File: config.mk
export PLATFORM = sky130hd
export DESIGN_NAME = temporal_decoder
export DESIGN_NICKNAME = d
export VERILOG_FILES = /design/src/rtl/temporal_decoder.sv
export SDC_FILE = /design/constraint.sdc
export NUM_CORES = 1
export LEC_CHECK = 0
export ABC_AREA = 1
export CELL_PAD_IN_SITES_DETAIL_PLACEMENT = 1
export CELL_PAD_IN_SITES_GLOBAL_PLACEMENT = 1
export CORE_UTILIZATION = 40
export CTS_BUF_LIST = sky130_fd_sc_hd__clkbuf_2
export CTS_CLUSTER_SIZE = 14
export DETAILED_ROUTE_END_ITERATION = 8
export PLACE_DENSITY = 0.79
export SETUP_SLACK_MARGIN = 0.15
export SLEW_MARGIN = 10
export SYNTH_ARGS = -nofsm -noshare
export SYNTH_HDL_FRONTEND = slang
export SYNTH_SLANG_ARGS = --single-unit
File: constraint.sdc
create_clock -name aclk -period 1.6 [get_ports aclk]
set_clock_uncertainty 0.1 [all_clocks]
set_input_delay 0.32 -clock aclk [delete_from_list [all_inputs] [get_ports aclk]]
set_output_delay 0.32 -clock aclk [all_outputs]
set_load 0.02 [all_outputs]
File: src/rtl/temporal_decoder.sv
// temporal_decoder
//   Converts a race-logic spike into a binary arrival time. A gamma window is
//   opened by gamma_start. The block then counts aclk ticks until a rising
//   transition appears on spike_in, which is the q output of the upstream
//   exclusive_min stage. The tick count is presented on a valid/ready port.
//   If no rising transition arrives within WINDOW ticks, the infinity code
//   (WINDOW, with out_none=1) is presented instead.
//
// Ports
//   aclk        in   single clock
//   grst        in   asynchronous active-low reset
//   gamma_start in   one-cycle pulse, opens (or restarts) a window
//   spike_in    in   level from upstream q; only 0->1 transitions count
//   out_time    out  arrival tick, or WINDOW when no spike arrived
//   out_none    out  high alongside out_valid when no spike arrived
//   out_valid   out  result available
//   out_ready   in   consumer accepts the result
//   overrun     out  sticky; a held result was replaced before acceptance
//
// All outputs come straight from flops.
module temporal_decoder #(
  parameter int CNT_W  = 4,
  parameter int WINDOW = 15
) (
  input  logic             aclk,
  input  logic             grst,
  input  logic             gamma_start,
  input  logic             spike_in,
  output logic [CNT_W-1:0] out_time,
  output logic             out_none,
  output logic             out_valid,
  input  logic             out_ready,
  output logic             overrun
);

  // Reject window lengths that cannot be encoded or that leave no tick for a spike.
  if ((WINDOW < 2) || (WINDOW > ((2 ** CNT_W) - 1))) begin : g_bad_window
    $error("temporal_decoder: WINDOW out of range for CNT_W");
  end

  localparam logic [CNT_W-1:0] CNT_ZERO = {CNT_W{1'b0}};
  localparam logic [CNT_W-1:0] CNT_INF  = CNT_W'(WINDOW);
  localparam logic [CNT_W-1:0] CNT_LAST = CNT_W'(WINDOW - 1);

  typedef enum logic [1:0] {
    IDLE  = 2'd0,
    COUNT = 2'd1,
    HOLD  = 2'd2
  } state_t;

  // Increment that cannot pass the last tick of the window.
  function automatic logic [CNT_W-1:0] count_inc(input logic [CNT_W-1:0] value);
    logic [CNT_W-1:0] result;
    if (value < CNT_LAST) begin
      result = value + {{(CNT_W-1){1'b0}}, 1'b1};
    end else begin
      result = CNT_LAST;
    end
    return result;
  endfunction

  state_t           state_r;
  state_t           state_nx_s;
  logic [CNT_W-1:0] count_r;
  logic [CNT_W-1:0] count_nx_s;
  logic             spike_prev_r;
  logic             spike_prev_nx_s;
  logic [CNT_W-1:0] time_r;
  logic [CNT_W-1:0] time_nx_s;
  logic             none_r;
  logic             none_nx_s;
  logic             valid_r;
  logic             overrun_r;
  logic             overrun_nx_s;
  logic             edge_s;

  // A rising transition is the current level high with the previous sample low.
  assign edge_s = spike_in & ~spike_prev_r;

  // Next-state and next-result logic for the IDLE/COUNT/HOLD sequence.
  always_comb begin
    state_nx_s      = state_r;
    count_nx_s      = count_r;
    spike_prev_nx_s = spike_prev_r;
    time_nx_s       = time_r;
    none_nx_s       = none_r;
    overrun_nx_s    = overrun_r;

    case (state_r)
      IDLE: begin
        // spike_in is ignored here; only the window opening samples it, so a
        // level that is already high is not mistaken for an edge.
        if (gamma_start) begin
          state_nx_s      = COUNT;
          count_nx_s      = CNT_ZERO;
          spike_prev_nx_s = spike_in;
        end else begin
          state_nx_s = IDLE;
        end
      end

      COUNT: begin
        spike_prev_nx_s = spike_in;
        if (gamma_start) begin
          // Restart wins over an edge seen on the same cycle.
          state_nx_s = COUNT;
          count_nx_s = CNT_ZERO;
        end else if (edge_s) begin
          state_nx_s = HOLD;
          time_nx_s  = count_r;
          none_nx_s  = 1'b0;
        end else if (count_r == CNT_LAST) begin
          state_nx_s = HOLD;
          time_nx_s  = CNT_INF;
          none_nx_s  = 1'b1;
        end else begin
          count_nx_s = count_inc(count_r);
        end
      end

      HOLD: begin
        if (gamma_start) begin
          // A transfer on this same edge counts as accepted, so only an
          // unaccepted result raises overrun.
          state_nx_s      = COUNT;
          count_nx_s      = CNT_ZERO;
          spike_prev_nx_s = spike_in;
          overrun_nx_s    = overrun_r | ~out_ready;
        end else if (out_ready) begin
          state_nx_s = IDLE;
        end else begin
          state_nx_s = HOLD;
        end
      end

      default: begin
        state_nx_s      = IDLE;
        count_nx_s      = CNT_ZERO;
        spike_prev_nx_s = 1'b0;
      end
    endcase
  end

  // State, counter and registered outputs. out_valid is derived from the next
  // state, so it reads high exactly while the machine sits in HOLD.
  always_ff @(posedge aclk or negedge grst) begin
    if (!grst) begin
      state_r      <= IDLE;
      count_r      <= CNT_ZERO;
      spike_prev_r <= 1'b0;
      time_r       <= CNT_ZERO;
      none_r       <= 1'b0;
      valid_r      <= 1'b0;
      overrun_r    <= 1'b0;
    end else begin
      state_r      <= state_nx_s;
      count_r      <= count_nx_s;
      spike_prev_r <= spike_prev_nx_s;
      time_r       <= time_nx_s;
      none_r       <= none_nx_s;
      valid_r      <= (state_nx_s == HOLD);
      overrun_r    <= overrun_nx_s;
    end
  end

  assign out_time  = time_r;
  assign out_none  = none_r;
  assign out_valid = valid_r;
  assign overrun   = overrun_r;

endmodule
==> results of run 1 <==
cell type report:
type / count / area, µm² / area share, %
flip-flops and latches: 14 / 352 / 38.1
clock buffers: 3 / 15.0 / 1.63
repair buffers: 21 / 195 / 21.1
clock inverters: 1 / 3.75 / 0.407
multi-input cells: 52 / 300 / 32.5
well taps: 16 / 20.0 / 2.17
inverters: 10 / 37.5 / 4.07
through the flow:
stage	worst slack (ns)	std cells	utilization [%]	cell area (µm²)	hold WS, ns
final	0.182	117	59.2	923	0.253
after global routing	0.119	117	59.2	923	0.245
after CTS	0.160	116	57.5	897	0.244
after detailed placement	0.00529	112	56.8	886	0.365
after global placement	0.0412	112	56.8	886	0.358
after floorplan	0.294	77	-	687	-0.0756
registers in the layout (all words and copies together), names as in the netlist:
name / cells
count_r: 4
out_none: 1
spike_prev_r: 1
overrun: 1
out_time: 4
state_r: 2
out_valid: 1
path summary, 6_finish.rpt:
path | depth (start not counted) | end | start | slack [ns]
worst max-delay path | 1 | overrun | overrun$_DFFE_PN0P_ | 0.18
min in group aclk | 2 | out_time[1]$_DFFE_PN0P_ | out_time[1]$_DFFE_PN0P_ | 0.40
max in group asynchronous | 2 | count_r[1]$_DFFE_PN0P_ | grst | 0.97
worst max register to register | 8 | out_time[0]$_DFFE_PN0P_ | count_r[0]$_DFFE_PN0P_ | 0.23
worst min register to register | 2 | out_time[1]$_DFFE_PN0P_ | out_time[1]$_DFFE_PN0P_ | 0.40
worst min-delay path | 2 | out_time[2]$_DFFE_PN0P_ | grst | 0.25
repair_timing:
| action | 4_1_cts | 5_1_grt |
|---|---|---|
| resized for setup | 8 | 9 |
| buffers inserted | 0 | 1 |
| setup endpoints to repair | 9 | 13 |
| pin swaps | 0 | 1 |
| hold buffers | 0 | 0 |
synth_stat cells (2+ instances only):
master	n	area share (%)
sky130_fd_sc_hd__o21ai_0	5	3.6
sky130_fd_sc_hd__dfrtp_1	14	51
sky130_fd_sc_hd__o21ai_2	4	5.1
sky130_fd_sc_hd__inv_1	9	4.9
sky130_fd_sc_hd__ha_1	2	3.6
sky130_fd_sc_hd__nor2_1	4	2.2
sky130_fd_sc_hd__nand3_1	6	4.4
sky130_fd_sc_hd__nand2_1	19	10
sky130_fd_sc_hd__nand2_2	5	4.6
sky130_fd_sc_hd__o31ai_1	2	2.2
cells by family (layout without fill, tap and decap cells):
| family | Yosys count | after routing | share of synthesized area, % |
|---|---|---|---|
| AOI/OAI and AO/OA | 14 | 14 | 13.7 |
| adders and majority gates | 2 | 2 | 3.64 |
| buffers and inverters | 11 | 35 | 7.10 |
| DFF | 14 | 14 | 51.0 |
| and+or+nand+nor | 36 | 36 | 24.6 |
power by group:
group / internal (µW) / total, µW / leakage [µW] / switching [µW]
Sequential: 451 / 513 / 0.000175 / 61.6
Combinational: 219 / 499 / 0.000285 / 281
Clock: 54.4 / 165 / 0.0000140 / 111
placed cells by master (no fill, tap or decap), drive strengths merged, types with 3 or more instances in the layout:
| master | n |
|---|---|
| clkbuf | 3 |
| nor2 | 5 |
| inv | 10 |
| clkdlybuf4s50 | 4 |
| o21ai | 9 |
| nand3 | 7 |
| nand2 | 24 |
| dfrtp | 14 |
| clkdlybuf4s15 | 5 |
| buf | 10 |
routing by layer:
layer  up-vias  GRT usage (%)
li1        299              -
met1       275           26.0
met2        10           31.5
met3         2           3.75
met4         0           3.75
met5         -              0
==> PnR_summary.wiki, run 1 <==
{| class="wikitable"
! Metric !! Value
|-
| Crit path buf inv count || 1
|-
| Post-synthesis cell count || 77
|-
| Crit path kind || register to primary output
|-
| Synth async-reset ratio || 100%
|-
| Clock edge transition at the registers on the reported setup and hold paths || 0.14 ns
|-
| Gate family responsible for the most delay along the worst path || flip-flops
|-
| Worst max-slew margin expressed relative to the limit || 80.1%
|-
| Slowest Stage Delay on Critical Path || 0.42 ns
|-
| Detailed-route wire length || 1.59 mm
|-
| Pwr Density || 1270 mW/mm²
|-
| Placer Congestion || 0.756
|-
| Top fanout value on the critical path || 2
|-
| Pre-Repair DR Iteration Count || 6
|-
| Overall die width || 43.4 µm
|-
| Status || complete, but fails checks
|-
| Final Hold Viols || 0
|-
| Leading register cell type out of synthesis || sky130_fd_sc_hd__dfrtp_1
|-
| Die footprint || 0.00189 mm²
|-
| Post-route fraction of the period consumed by the critical path || 88.6%
|-
| Initial antenna violation count || 0
|-
| Setup Viol. Count Final || 0
|-
| Avg WL per Cell || 13.6 µm
|-
| Met1 wire length || 724 µm
|-
| Failing checks || design-rule violations
|-
| Final net count || 109
|-
| Series of cell instances along the critical path || clkdlybuf4s15_1
|-
| Syn Std Cell Area || 687 µm²
|-
| Met3 wire length || 46 µm
|-
| Cell at the root of the clock tree || sky130_fd_sc_hd__clkbuf_2
|-
| Topmost layer with routed signal wires || met4
|-
| Num rows || 14
|-
| Final Max Tran Viols || 0
|-
| Vertical die dimension || 43.4 µm
|-
| Inserted Diodes || 0
|-
| Worst EP arrival || 1.00 ns
|-
| Count of port buffers added during placement || 11
|-
| Pin count of the biggest net entering global routing || 15
|-
| Post-route setup TNS || 0 ns
|-
| Sinks on Clock Net || 14
|-
| Flip-flop and latch count after synthesis || 14
|-
| Number of enable flip-flop cells after synthesis || 0
|-
| Post-route ant nets || 0
|-
| Sequential share of the synthesized area || 51.0%
|-
| Avg Synthesized Cell Area || 8.92 µm²
|-
| P&R area growth vs syn || 34.4%
|-
| Clock period minus worst slack || 1.42 ns
|-
| Worst min-delay path class || input port to async pin
|-
| Maximum vdd ir drop || 0.665 mV
|-
| Top-level I/O count || 12
|-
| Total CTS buffers || 3
|-
| Clock H-tree levels || 1
|-
| Total met2 wirelength after detailed routing || 808 µm
|-
| Number of global-route vias before repair || 578
|-
| Clock tree from TritonCTS || built
|-
| Number of warnings reported in the yosys synthesis log || 0
|-
| Overall power consumption || 1180 µW
|-
| Effective utilization at floorplan || 44.1%
|-
| Post-detailed-route DRC marker count || 3
|-
| Total of fill cells in the finished design || 186
|-
| Leftover overflow at the end of global routing || 0
|-
| RSZ-0062 raised after global routing || yes
|-
| Maximum frequency from static timing analysis || 705 MHz
|-
| Worst Path Required || 1.18 ns
|-
| Type of element capturing the critical path || primary output
|-
| Via count || 586
|-
| Total Routing Usage GR || 19.0%
|-
| Source-to-sink clock delay at the later pin of the worst-skew pair || 0.26 ns
|-
| Post-synth net total || 84
|-
| DPL Wire Length || 1.21 mm
|-
| Core Region || 0.00156 mm²
|-
| Max_cap viols || 0
|-
| Detailed-route vias per instance || 5.01
|-
| Distinct cells, synth || 17
|-
| Measured slew at the worst slew-check pin || 0.295 ns
|-
| Startpoint class of the critical path || register
|-
| Static leakage power || 0.000473 µW
|-
| Global-route wire length before repair || 2.64 mm
|-
| Highest-delay cell along the critical path || sky130_fd_sc_hd__dfrtp_1
|-
| Initial drt markers || 10
|-
| Proportion of layout cells with a drive suffix above 1 || 27.7%
|-
| Maximum buffer depth of the clock tree || 2
|}
Power figures use the tool's default switching activity.
==> run 2, diff against run 1 <==
--- a/config.mk
+++ b/config.mk
@@ -12,7 +12,7 @@
 export CTS_BUF_LIST = sky130_fd_sc_hd__clkbuf_2
 export CTS_CLUSTER_SIZE = 14
 export DETAILED_ROUTE_END_ITERATION = 8
-export PLACE_DENSITY = 0.79
+export PLACE_DENSITY_LB_ADDON = 0.1
 export SETUP_SLACK_MARGIN = 0.15
 export SLEW_MARGIN = 10
 export SYNTH_ARGS = -nofsm -noshare
==> PnR_summary.wiki, run 2 (synthesized netlist as in run 1, its figures left out) <==
{| class="wikitable"
! Metric !! Value
|-
| Status || complete, but fails checks (unchanged)
|-
| Failing checks || design-rule violations (unchanged)
|-
| Overall die width || 43.4 µm (unchanged)
|-
| Final Max Tran Viols || 0 (unchanged)
|-
| Post-route fraction of the period consumed by the critical path || 89.3% (was 88.6%)
|-
| Effective utilization at floorplan || 44.1% (unchanged)
|-
| Highest-count cells in the layout ignoring fill and taps || sky130_fd_sc_hd__nand2_1, sky130_fd_sc_hd__dfrtp_1, sky130_fd_sc_hd__inv_1, sky130_fd_sc_hd__buf_4, sky130_fd_sc_hd__nand3_1 (was sky130_fd_sc_hd__nand2_1, sky130_fd_sc_hd__dfrtp_1, sky130_fd_sc_hd__buf_4, sky130_fd_sc_hd__inv_1, sky130_fd_sc_hd__nand3_1)
|-
| Top-level I/O count || 12 (unchanged)
|-
| Flop-to-flop setup slack || 0.24 ns (was 0.23 ns)
|-
| Vertical die dimension || 43.4 µm (unchanged)
|-
| Inserted Diodes || 0 (unchanged)
|-
| Global-route wire length before repair || 2.63 mm (was 2.64 mm)
|-
| Via count || 597 (was 586)
|-
| Crit path kind || register to primary output (unchanged)
|-
| Crit path buf inv count || 1 (unchanged)
|-
| Initial drt markers || 11 (was 10)
|-
| Worst max-slew margin expressed relative to the limit || 83.4% (was 80.1%)
|-
| Post-detailed-route DRC marker count || 2 (was 3)
|-
| Initial antenna violation count || 0 (unchanged)
|-
| Top fanout value on the critical path || 2 (unchanged)
|-
| Sequential share of power || 42.6% (was 43.5%)
|-
| Clock edge transition at the registers on the reported setup and hold paths || 0.14 ns (about the same)
|-
| Post-route ant nets || 0 (unchanged)
|-
| Final net count || 107 (was 109)
|-
| Leftover overflow at the end of global routing || 0 (unchanged)
|-
| Most common library cell in the layout ignoring fill and taps || sky130_fd_sc_hd__nand2_1 (unchanged)
|-
| Die footprint || 0.00189 mm² (unchanged)
|-
| DPL Wire Length || 1.16 mm (was 1.21 mm)
|-
| Placed cell count || 110 (was 112)
|-
| Maximum frequency from static timing analysis || 700 MHz (was 705 MHz)
|-
| Setup Viol. Count Final || 0 (unchanged)
|-
| Final standard cell utilization of the core || 58.8% (was 59.2%)
|-
| Pin count of the biggest net entering global routing || 15 (unchanged)
|-
| Maximum buffer depth of the clock tree || 2 (unchanged)
|-
| Max_cap viols || 0 (unchanged)
|-
| Worst min-delay path class || input port to async pin (unchanged)
|-
| Static leakage power || 0.000470 µW (was 0.000473 µW)
|-
| Measured slew at the worst slew-check pin || 0.247 ns (was 0.295 ns)
|-
| Slowest Stage Delay on Critical Path || 0.40 ns (was 0.42 ns)
|-
| Sinks on Clock Net || 14 (unchanged)
|-
| Switching Fraction || 39.4% (was 38.5%)
|-
| Num rows || 14 (unchanged)
|-
| Worst Path Required || 1.18 ns (about the same)
|-
| Placer Congestion || 0.806 (was 0.756)
|-
| Startpoint class of the critical path || register (unchanged)
|-
| Highest-delay cell along the critical path || sky130_fd_sc_hd__dfrtp_1 (unchanged)
|-
| Series of cell instances along the critical path || dlygate4sd2_1 (was clkdlybuf4s15_1)
|-
| Detailed-route wire length || 1.62 mm (was 1.59 mm)
|-
| Cell count of the worst reg-to-reg path || 8 (unchanged)
|-
| Proportion of layout cells with a drive suffix above 1 || 26.5% (was 27.7%)
|-
| RSZ-0062 raised after global routing || yes (unchanged)
|-
| Clock H-tree levels || 1 (unchanged)
|-
| Overall power consumption || 1180 µW (about the same)
|-
| Source-to-sink clock delay at the later pin of the worst-skew pair || 0.28 ns (was 0.26 ns)
|-
| End of the worst register-to-register path || out_time[0]$_DFFE_PN0P_ (unchanged)
|-
| Maximum vdd ir drop || 0.627 mV (was 0.665 mV)
|-
| Avg WL per Cell || 14.2 µm (was 13.6 µm)
|-
| Pre-Repair DR Iteration Count || 5 (was 6)
|-
| Cell at the root of the clock tree || sky130_fd_sc_hd__clkbuf_2 (unchanged)
|-
| Clock power share || 14.4% (was 14.0%)
|-
| Critical register-to-register path startpoint || count_r[0]$_DFFE_PN0P_ (unchanged)
|-
| P&R area growth vs syn || 33.5% (was 34.4%)
|-
| Number of global-route vias before repair || 599 (was 578)
|-
| Total Routing Usage GR || 19.9% (was 19.0%)
|-
| Pwr Density || 1280 mW/mm² (was 1270 mW/mm²)
|-
| Detailed-route vias per instance || 5.24 (was 5.01)
|-
| Combinational share of power || 43.0% (was 42.4%)
|-
| Total CTS buffers || 3 (unchanged)
|-
| Clock period minus worst slack || 1.43 ns (was 1.42 ns)
|-
| Type of element capturing the critical path || primary output (unchanged)
|-
| Gate family responsible for the most delay along the worst path || flip-flops (unchanged)
|-
| Final standard cell count with taps included and fillers excluded || 114 (was 117)
|-
| P_int || 714 µW (was 724 µW)
|-
| Worst EP arrival || 1.01 ns (was 1.00 ns)
|-
| P_sw || 465 µW (was 453 µW)
|-
| Core Region || 0.00156 mm² (unchanged)
|-
| CTS Hold Buffers Added || 0 (unchanged)
|-
| Final Hold Viols || 0 (unchanged)
|-
| Count of port buffers added during placement || 11 (unchanged)
|-
| Clock tree from TritonCTS || built (unchanged)
|}
==> run 2: cell types whose count changed in the layout (fill, tap and decap cells not counted), sizes merged <==
cell,change
clkdlybuf4s15,-3
dlygate4sd2,+3
buf,-2
clkinv,-1
==> run 2: power groups by stage <==
stage	Clock (µW)	Combinational [µW]	Sequential, µW
after global routing	179	557	513
final	169	507	502
after floorplan	0	183	604
after detailed placement	0	529	509
after global placement	0	516	502
after CTS	168	481	498
==> run 2: cell type report <==
cell class | count | area (µm²)
Clock buffer | 3 | 15.0
Tap cell | 16 | 20.0
Fill cell | 191 | 642
Timing Repair Buffer | 19 | 176
Inverter | 10 | 37.5
Multi-Input combinational cell | 52 | 318
Sequential cell | 14 | 350
==> run 2: worst max-delay path by stage <==
stage,from,endpoint,slack (ns),cells after the start
after floorplan,count_r[0]$_DFFE_PN0P_,out_time[1]$_DFFE_PN0P_,0.29,8
after global placement,gamma_start,count_r[2]$_DFFE_PN0P_,0.03,6
after detailed placement,gamma_start,count_r[2]$_DFFE_PN0P_,-0.04,6
after CTS,out_time[2]$_DFFE_PN0P_,out_time[2],0.17,1
after global routing,gamma_start,state_r[0]$_DFF_PN0_,0.15,5
final,out_time[2]$_DFFE_PN0P_,out_time[2],0.17,1
==> run 2: metal layers <==
layer	wire (µm)	global-route usage, %	vias to the layer above
met4	65	13.8	0
met3	41	3.75	7
met2	812	31.8	12
met1	697	24.3	290
li1	-	-	288
met5	0	0	-
==> run 2: metrics by stage <==
stage | setup TNS [ns] | setup WS [ns] | instance area, µm² | hold WS, ns
finish | 0 | 0.171 | 917 | 0.227
global route | 0 | 0.148 | 917 | 0.238
CTS | 0 | 0.169 | 877 | 0.235
detailed placement | -0.219 | -0.0447 | 871 | 0.367
global placement | 0 | 0.0277 | 871 | 0.358
floorplan | 0 | 0.294 | 687 | -0.0756
==> run 2: timing repair <==
item | in CTS | in global routing
gates cloned | 0 | 0
buffers inserted | 0 | 1
setup endpoints to repair | 7 | 11
gates resized for setup | 7 | 9
pin swaps | 0 | 1
==> run 3, diff against run 2 <==
--- a/config.mk
+++ b/config.mk
@@ -6,6 +6,7 @@
 export NUM_CORES = 1
 export LEC_CHECK = 0
 export ABC_AREA = 1
+export ABC_CLOCK_PERIOD_IN_PS = 1600
 export CELL_PAD_IN_SITES_DETAIL_PLACEMENT = 1
 export CELL_PAD_IN_SITES_GLOBAL_PLACEMENT = 1
 export CORE_UTILIZATION = 40
==> results of run 3 <==
No change in the layout: final DEF, timing and power equal those of run 2.
